--- src/rtl/pe_pkg.sv ---
// Shared definitions for the Processing Element dot-product datapath.
// Holds the default widths, the signed accumulator/output types and the two
// arithmetic helpers (saturating add, round/shift/saturate requantiser) so
// that RTL and any reference model agree on the exact arithmetic.
package pe_pkg;

    localparam int W_Y        = 18;   // partial-sum width from vec_mul
    localparam int W_ACC      = 32;   // accumulator width
    localparam int W_OUT      = 16;   // requantised output width
    localparam int MAX_CHUNKS = 256;  // max partial sums per result
    localparam int W_CNT      = $clog2(MAX_CHUNKS + 1);
    localparam int W_SHIFT    = 5;

    typedef logic signed [W_ACC-1:0] acc_t;
    typedef logic signed [W_OUT-1:0] out_t;

    typedef struct packed {
        acc_t val;
        logic ovf;
    } acc_sat_t;

    typedef struct packed {
        out_t val;
        logic sat;
    } rq_t;

    localparam acc_t ACC_MAX = {1'b0, {(W_ACC-1){1'b1}}};
    localparam acc_t ACC_MIN = {1'b1, {(W_ACC-1){1'b0}}};

    // a + b clamped to the acc_t range; ovf flags a clamp.
    function automatic acc_sat_t sat_add(input acc_t a, input acc_t b);
        logic signed [W_ACC:0] s;
        acc_sat_t              res;
        s = {a[W_ACC-1], a} + {b[W_ACC-1], b};
        // The top two bits disagree exactly when the true sum left the acc_t range.
        if (s[W_ACC] != s[W_ACC-1]) begin
            res.ovf = 1'b1;
            res.val = s[W_ACC] ? ACC_MIN : ACC_MAX;
        end else begin
            res.ovf = 1'b0;
            res.val = s[W_ACC-1:0];
        end
        return res;
    endfunction

    // Round half up, arithmetic shift right, saturate to out_t.
    function automatic rq_t requant(input acc_t a, input logic [W_SHIFT-1:0] shift);
        logic signed [W_ACC:0] ext;
        logic signed [W_ACC:0] half;
        logic signed [W_ACC:0] rounded;
        logic signed [W_ACC:0] r;
        logic signed [W_ACC:0] hi;
        logic signed [W_ACC:0] lo;
        rq_t                   res;
        ext = {a[W_ACC-1], a};
        if (shift == '0) begin
            half    = '0;
            rounded = ext;
            r       = ext;
        end else begin
            // One extra bit keeps the rounding add from wrapping at ACC_MAX.
            half    = (W_ACC+1)'(1) << (shift - 5'd1);
            rounded = ext + half;
            r       = rounded >>> shift;
        end
        hi = (W_ACC+1)'((1 << (W_OUT-1)) - 1);
        lo = ~hi;
        if (r > hi) begin
            res.val = {1'b0, {(W_OUT-1){1'b1}}};
            res.sat = 1'b1;
        end else if (r < lo) begin
            res.val = {1'b1, {(W_OUT-1){1'b0}}};
            res.sat = 1'b1;
        end else begin
            res.val = r[W_OUT-1:0];
            res.sat = 1'b0;
        end
        return res;
    endfunction

endpackage

--- src/rtl/pe_requant.sv ---
// Combinational requantiser: rounds half up, shifts right arithmetically by
// i_shift (0 = pass-through) and saturates to the output width.
// Ports:
//   i_acc    signed accumulated value
//   i_shift  right-shift amount
//   o_data   signed requantised value
//   o_clip   1 when the value was clipped to the output range
module pe_requant
    import pe_pkg::*;
(
    input  acc_t               i_acc,
    input  logic [W_SHIFT-1:0] i_shift,
    output out_t               o_data,
    output logic               o_clip
);

    rq_t w_rq;

    always_comb begin
        w_rq   = requant(i_acc, i_shift);
        o_data = w_rq.val;
        o_clip = w_rq.sat;
    end

endmodule

--- src/rtl/pe_dot_accumulator.sv ---
// Downstream stage of the vec_mul dot-product lane. Accumulates cfg_chunks
// signed partial sums into one result, requantises it and offers it on a
// single-entry valid/ready output register. in_ready feeds vec_mul enable:
// only the last beat of a group waits for output space, so no partial sum
// is ever dropped.
// Ports:
//   clk, rstn               clock, asynchronous active-low reset
//   cfg_chunks, cfg_shift   group length (0 means 1) and requant shift,
//                           captured on the first beat of each group
//   y_in, y_valid, in_ready partial-sum input handshake
//   out_data, out_acc,      requantised result, raw accumulated result,
//   out_sat                 saturation flag (accumulator or requant clip)
//   out_valid, out_ready    result handshake
//   busy                    group in progress or result pending
module pe_dot_accumulator
    import pe_pkg::*;
(
    input  logic                    clk,
    input  logic                    rstn,
    input  logic [W_CNT-1:0]        cfg_chunks,
    input  logic [W_SHIFT-1:0]      cfg_shift,
    input  logic signed [W_Y-1:0]   y_in,
    input  logic                    y_valid,
    output logic                    in_ready,
    output logic signed [W_OUT-1:0] out_data,
    output logic signed [W_ACC-1:0] out_acc,
    output logic                    out_sat,
    output logic                    out_valid,
    input  logic                    out_ready,
    output logic                    busy
);

    // Beat classification; the "state" is carried entirely by r_cnt.
    typedef enum logic {
        BEAT_ACCUM,
        BEAT_LAST
    } beat_kind_t;

    logic [W_CNT-1:0]   r_cnt;
    logic [W_CNT-1:0]   r_n;
    logic [W_SHIFT-1:0] r_shift;
    acc_t               r_acc;
    logic               r_ovf;

    logic               r_out_valid;
    out_t               r_out_data;
    acc_t               r_out_acc;
    logic               r_out_sat;

    logic               w_first;
    logic [W_CNT-1:0]   w_n;
    logic [W_SHIFT-1:0] w_shift;
    beat_kind_t         w_kind;
    logic               w_out_blocked;
    logic               w_accept;
    logic               w_load;
    acc_t               w_y_ext;
    acc_sat_t           w_sum;
    logic               w_ovf;
    out_t               w_rq_data;
    logic               w_rq_clip;

    always_comb begin
        w_first = (r_cnt == '0);
        // On the first beat the live cfg applies; afterwards the captured copy.
        if (w_first) begin
            w_n     = (cfg_chunks == '0) ? W_CNT'(1) : cfg_chunks;
            w_shift = cfg_shift;
        end else begin
            w_n     = r_n;
            w_shift = r_shift;
        end
        w_kind = (r_cnt == w_n - W_CNT'(1)) ? BEAT_LAST : BEAT_ACCUM;

        w_out_blocked = r_out_valid & ~out_ready;
        in_ready      = ~w_out_blocked | (w_kind != BEAT_LAST);
        w_accept      = y_valid & in_ready;
        w_load        = w_accept & (w_kind == BEAT_LAST);

        w_y_ext = {{(W_ACC-W_Y){y_in[W_Y-1]}}, y_in};
        // A fresh group starts from zero with a clean overflow flag.
        w_sum   = sat_add(w_first ? '0 : r_acc, w_y_ext);
        w_ovf   = (w_first ? 1'b0 : r_ovf) | w_sum.ovf;
    end

    pe_requant u_requant (
        .i_acc   (w_sum.val),
        .i_shift (w_shift),
        .o_data  (w_rq_data),
        .o_clip  (w_rq_clip)
    );

    always_ff @(posedge clk or negedge rstn) begin
        if (!rstn) begin
            r_cnt       <= '0;
            r_n         <= W_CNT'(1);
            r_shift     <= '0;
            r_acc       <= '0;
            r_ovf       <= 1'b0;
            r_out_valid <= 1'b0;
            r_out_data  <= '0;
            r_out_acc   <= '0;
            r_out_sat   <= 1'b0;
        end else begin
            if (w_accept) begin
                if (w_first) begin
                    r_n     <= w_n;
                    r_shift <= cfg_shift;
                end
                if (w_kind == BEAT_LAST) begin
                    r_cnt <= '0;
                    r_acc <= '0;
                    r_ovf <= 1'b0;
                end else begin
                    r_cnt <= r_cnt + W_CNT'(1);
                    r_acc <= w_sum.val;
                    r_ovf <= w_ovf;
                end
            end
            // A load wins over a drain in the same cycle, so back-to-back
            // results flow without a bubble.
            if (w_load) begin
                r_out_valid <= 1'b1;
                r_out_data  <= w_rq_data;
                r_out_acc   <= w_sum.val;
                r_out_sat   <= w_ovf | w_rq_clip;
            end else if (out_ready) begin
                r_out_valid <= 1'b0;
            end
        end
    end

    assign out_valid = r_out_valid;
    assign out_data  = r_out_data;
    assign out_acc   = r_out_acc;
    assign out_sat   = r_out_sat;
    assign busy      = (r_cnt != '0) | r_out_valid;

endmodule

--- config.mk ---
export PLATFORM = sky130hd
export DESIGN_NAME = pe_dot_accumulator
export DESIGN_NICKNAME = d
export VERILOG_FILES = /design/src/rtl/pe_pkg.sv /design/src/rtl/pe_requant.sv /design/src/rtl/pe_dot_accumulator.sv
export SDC_FILE = /design/constraint.sdc
export NUM_CORES = 1
export LEC_CHECK = 0
export ABC_AREA = 1
export BUFFER_PORTS_ARGS = -buffer_cell sky130_fd_sc_hd__buf_2
export CORE_MARGIN = 3
export CORE_UTILIZATION = 40
export CTS_CLUSTER_DIAMETER = 100
export CTS_CLUSTER_SIZE = 10
export DETAILED_ROUTE_END_ITERATION = 12
export HOLD_SLACK_MARGIN = 0.12
export PLACE_DENSITY = 0.54
export SYNTH_ARGS = -nofsm -noshare
export SYNTH_HDL_FRONTEND = slang
export SYNTH_SLANG_ARGS = --single-unit
--- constraint.sdc ---
create_clock -name clk -period 11.9 [get_ports clk]
set_input_delay 3.57 -clock clk [delete_from_list [all_inputs] [get_ports clk]]
set_output_delay 3.57 -clock clk [all_outputs]
set_load 0.01 [all_outputs]
Word-level counts from Yosys, hierarchy flattened
Index checks and enable logic that the tools add are counted.

word-level totals
  bits in registers = 106
  bits of input ports = 36
  output and inout bits = 52
  word-level logic and storage cells = 52

cells by class
  add/sub/neg operators = 5
  magnitude comparators = 2
  eq/ne operators = 2
  shifts and indexed selects = 2
  multiplexer cells = 16
  bitwise logic cells = 10
  reductions and logical operators = 6

operator list
  cell                                                                            number
  32-bit 2-to-1 mux                                                               3
  33-bit 2-to-1 mux                                                               2
  17-bit 2-to-1 mux                                                               2
  32-bit by 18-bit adder with 33-bit output                                       1
  32-bit by 33-bit adder with 33-bit output                                       1
  33-bit by 16-bit > comparator with 1-bit output, second input constant          1
  33-bit by 16-bit less-than comparator with 1-bit output, second input constant  1
  1-bit by 5-bit left shift with 33-bit output, first input constant              1
  33-bit by 5-bit >>> shifter with 33-bit output                                  1
  9-bit 2-to-1 mux                                                                3
  9-bit logical NOT                                                               2
  9-bit by 1-bit adder with 9-bit output, second input constant                   1
  9-bit equality test                                                             1
  9-bit nonzero test                                                              1
  9-bit by 1-bit subtractor with 9-bit output, second input constant              1
  5-bit logical NOT                                                               1
  1-bit 2-to-1 mux                                                                5
  5-bit 2-to-1 mux                                                                1
  5-bit by 1-bit subtractor with 5-bit output, second input constant              1
  1-bit OR                                                                        4
  1-bit bitwise AND                                                               3
  1-bit NOT                                                                       3
  2-bit AND reduction                                                             1
  2-bit nonzero test                                                              1
  1-bit != test                                                                   1

Depth between registers and ports, before layout
  depth after elaboration = 12
  gate-level depth with buffers = 60
  depth with buffers taken out = 55

Hierarchy
A second synthesis with hierarchy kept.

second synthesis, totals
  cells, all modules = 2,322
  area, all modules = 13,292.7 µm²

modules (own cells, without submodules)
  module              times used  cells each  area an instance (µm²)  seq. area each (µm²)
  pe_dot_accumulator  1           1,075       7,489.7                 2,653.8
  pe_requant          1           1,247       5,803.1                 0.0

Worst setup path before layout
Ideal clock, no wire load.

  path type = in2reg
  start point = in y_in[6]
  end point = reg r_out_data[10], in the netlist out_data[10]
  setup time = 0.071 ns
  arrival time = 9.065 ns
  data required time = 11.829 ns
  slack = 2.764 ns
  cell stages on the path = 50
  buffers on the path = 3
  path through = ha_1 > a21oi_1 > o21ai_0 > nand2_1 > nand2_1 > nand2_1 > nand3_1 > a21o_1 > nand2_1 > nand2_1 > nand4_1 > o311ai_0 > xor2_1 > inv_1 > ha_1 > clkbuf_1 > nand3_1 > buf_2 > (+14 left out) > nand2_1 > inv_1 > nand2_1 > nand3_1 > nand3_1 > nand2_1 > nand2_1 > nand2_1 > nor2_1 > nand2_1 > nor2_1 > nand2_1 > nor2_1 > nor2_2 > nor2_4 > buf_6 > nor2_1 > nor2_1

on the way
  cells in the longest elaborated chain, start to end = 9
  elaborated cells between the ends (all ways) = 11
  those cells by class = add/sub: 2; order compare: 2; eq/ne: 1; shift: 1; mux: 5

ends and longest elaborated chain
  item                                                     line                        text
  start: declaration                                       pe_dot_accumulator.sv:22    input logic signed [W_Y-1:0] y_in,
  32-bit by 18-bit adder with 33-bit output *              pe_pkg.sv:34                s = {a[W_ACC-1], a} + {b[W_ACC-1], b};
  32-bit 2-to-1 mux or 1-bit != test (tied branches)       pe_pkg.sv:38, pe_pkg.sv:36
  33-bit 2-to-1 mux *                                      pe_pkg.sv:36                if (s[W_ACC] != s[W_ACC-1]) begin
  named net u_requant.i_acc[0]                             pe_requant.sv:11            input acc_t i_acc,
  32-bit by 33-bit adder with 33-bit output                pe_pkg.sv:63                rounded = ext + half;
  33-bit by 5-bit >>> shifter with 33-bit output           pe_pkg.sv:64                r = rounded >>> shift;
  33-bit 2-to-1 mux *                                      pe_pkg.sv:56                if (shift == '0) begin
  33-bit by 16-bit less-than comparator with 1-bit output  pe_pkg.sv:71                end else if (r < lo) begin
  17-bit 2-to-1 mux                                        pe_pkg.sv:71
  17-bit 2-to-1 mux *                                      pe_pkg.sv:68                if (r > hi) begin
  end signal: assignment                                   pe_dot_accumulator.sv:124   r_out_data <= w_rq_data;
  end: declaration                                         pe_dot_accumulator.sv:46    out_t r_out_data;

The timed path passes the listed nets; every way through them passes the cells marked *.
A chain may end at the register's enable or synchronous reset.

Worst setup path after layout
  start point = in y_in[17]
  end point = reg r_out_data[2], in the netlist out_data[2]

The elaborated chain is that of the path after synthesis.

==> flow_summary.json <==
{
  "outcome": "finished clean",
  "finalWirelength_um": 50700,
  "maxSlewViolCount": 0,
  "final_common_cell": "nand2_1",
  "setup_viol": 0,
  "setup_tns_ns": 0,
  "cts_root_buffer": "clkbuf_16",
  "portBuffers": 87,
  "layout_min_cycle_time_ns": 11.03,
  "dieArea_mm2": 0.0339,
  "drt-vias-per-instance": 5.41,
  "worstHoldStart": "out_acc[11]",
  "hold_violations": 0,
  "drc_errors": 0,
  "reg2reg_to": "out_data[2]",
  "synth_ff_type": "dfrtp_1",
  "rrSetupSlack_ns": 2.26,
  "grt_max_degree": 74,
  "clkTransAtPathRegs_ns": 0.08,
  "cp.required_ns": 12.18,
  "holdPathEnd": "out_acc[11]",
  "whs_path_depth": 2,
  "drive_gt1_frac": 0.0772,
  "nets": 2394,
  "place_hpwl_um": 40900,
  "synth_edf_count": 0,
  "holdCritPathClass": "flop to flop",
  "crit_buf_inv": 8,
  "crit_path_end_kind": "flop",
  "ys_async_sr_fraction": 1.00,
  "gp_congestion": 1.02,
  "area_growth_pct": 7.94,
  "antenna_found_initial": 2,
  "timing.fmax_ghz": 0.0907,
  "routedWlPerCell_um": 18.9,
  "gr-total-overflow": 0,
  "io-pin-count": 88,
  "initial_core_util": 0.410,
  "die_y_um": 184,
  "rows": 64,
  "critical_path.top_delay_family": "simple AND/OR/NAND/NOR gates",
  "post_synth_num_cell_types": 47,
  "skew_ns": 0.0200,
  "startpoint_type": "input pin",
  "yosysSeqAreaShare": 0.209,
  "diodes": 0,
  "finalCritPeriodShare": 0.927,
  "maxCapViolCount": 0,
  "crit_arrival_ns": 11.31,
  "synthCells": 2249,
  "clockBufferDepth": 2,
  "fin_cells": 2688,
  "preCtsSetupSlack_ns": 0.674,
  "cp_max_fo": 16,
  "layout_common_cells": "nand2_1, nand3_1, inv_1",
  "slew_headroom": 0.344,
  "antenna_left": 0,
  "r2r-start": "r_cnt[0]",
  "rsz0062_at_grt": "no",
  "grt_pass1_vias": 13500,
  "syn_area_mm2": 0.0127,
  "cts_resized": 0,
  "htree_levels": 3,
  "vias": 14500,
  "coreArea_mm2": 0.0309,
  "synth_seq_cells": 106,
  "cts_buffers": 9,
  "cts.sinks": 106,
  "cts_hold_buf": 0,
  "path_class": "input pin to flop",
  "cpMostUsedCell": "nand2_1",
  "worst_pin_slew_ns": 0.974,
  "yosysWarnings": 0,
  "drt_first_pass_iters": 6,
  "die_w_um": 184,
  "dp.cells": 2672,
  "track_usage": 0.298,
  "slowest_delay_ns": 0.53,
  "post_cts_buffers": 0,
  "tritoncts": "done",
  "synth_nets": 2356,
  "finalWorstSetupSlack_ns": 0.871,
  "postSynthAreaPerCell_um2": 5.64,
  "clk_latency_ns": 0.36,
  "grt_pass1_wl_um": 78000,
  "drt-initial-drc-count": 1659,
  "ff2ff_path_depth": 54,
  "cp_slowest_cell": "nand3_1"
}
## how the worst max path moves through the flow
stage	from	endpoint	cells past startpoint
2_1_floorplan	y_in[6]	out_data[10]	50
3_3_place_gp	y_in[17]	out_data[13]	49
3_5_place_dp	y_in[17]	out_data[2]	49
4_1_cts	y_in[17]	out_data[2]	49
5_1_grt	y_in[17]	out_data[14]	49
6_report	y_in[17]	out_data[2]	49
## sequential cells by signal, summed over array words and instances, names as in the netlist
name and cells:
out_acc 32, out_data 16, out_sat 1, out_valid 1, r_acc 32, r_cnt 9, r_n 9, r_ovf 1
r_shift 5
## Yosys cell counts, types with 2 or more instances
cell type / n / area (um^2)
or2_2: 23 / 144
o21ai_0: 96 / 480
nand4_1: 12 / 75.1
nand3_2: 4 / 40.0
buf_1: 9 / 33.8
o21ai_2: 2 / 17.5
o31ai_1: 4 / 30.0
nand2_2: 6 / 37.5
a21oi_1: 81 / 405
nor2_1: 265 / 995
xor2_1: 14 / 123
a21boi_0: 4 / 30.0
ha_1: 69 / 863
nor3_1: 12 / 60.1
buf_2: 31 / 155
dfrtp_1: 105 / 2630
nor2_2: 3 / 18.8
clkbuf_1: 31 / 116
nand2_1: 665 / 2500
nor2_4: 2 / 22.5
buf_4: 4 / 30.0
a31oi_1: 4 / 25.0
nand3_1: 386 / 1930
xnor2_1: 9 / 78.8
inv_1: 322 / 1210
a21o_1: 8 / 60.1
o211ai_1: 5 / 37.5
inv_2: 7 / 26.3
o21ai_1: 5 / 25.0
fa_1: 2 / 40.0
o22ai_1: 32 / 200
o21bai_1: 6 / 45.0
nor4_1: 2 / 12.5
or2_1: 2 / 12.5
nand3b_1: 2 / 15.0
buf_6: 4 / 45.0
## tightest hold or removal path: stages, from the launching register on
cell	delay, ns
dfrtp_1	0.35
nand2_1	0.05
o21ai_0	0.06
## layout make-up
type / instances / area (um^2)
inverter: 331 / 1240
multi-input combinational: 1733 / 8420
clock buffer: 10 / 239
tap: 396 / 495
fill: 3538 / 17200
timing repair buffer: 106 / 581
clock inverter: 6 / 55.1
sequential: 106 / 2650
## through the flow
| stage | util | hold WS [ns] | cell area [um^2] |
|---|---|---|---|
| 2_1_floorplan | - | 0.445 | 12700 |
| 3_3_place_gp | 0.433 | 0.463 | 13400 |
| 3_5_place_dp | 0.433 | 0.467 | 13400 |
| 4_1_cts | 0.443 | 0.484 | 13700 |
| 5_1_grt | 0.443 | 0.502 | 13700 |
| 6_report | 0.443 | 0.483 | 13700 |
## kinds of logic after synthesis
| group | synth area share |
|---|---|
| buffers and inverters | 0.128 |
| adder cells (fa/ha/maj) | 0.0712 |
| AND/OR/NAND/NOR | 0.465 |
| XOR/XNOR | 0.0159 |
| flip-flops | 0.209 |
| AO/OA/AOI/OAI | 0.110 |
## per-layer routing
metal / vias up / routed length [um] / track usage
met1: 6666 / 23900 / 0.435
met4: 4 / 1550 / 0.0883
met2: 510 / 21600 / 0.454
met5: - / 23 / 0
li1: 7287 / - / -
met3: 65 / 3580 / 0.0439
Power is not shown: default switching activity piles up to over one toggle a cycle in this logic, so the estimate is an artifact.
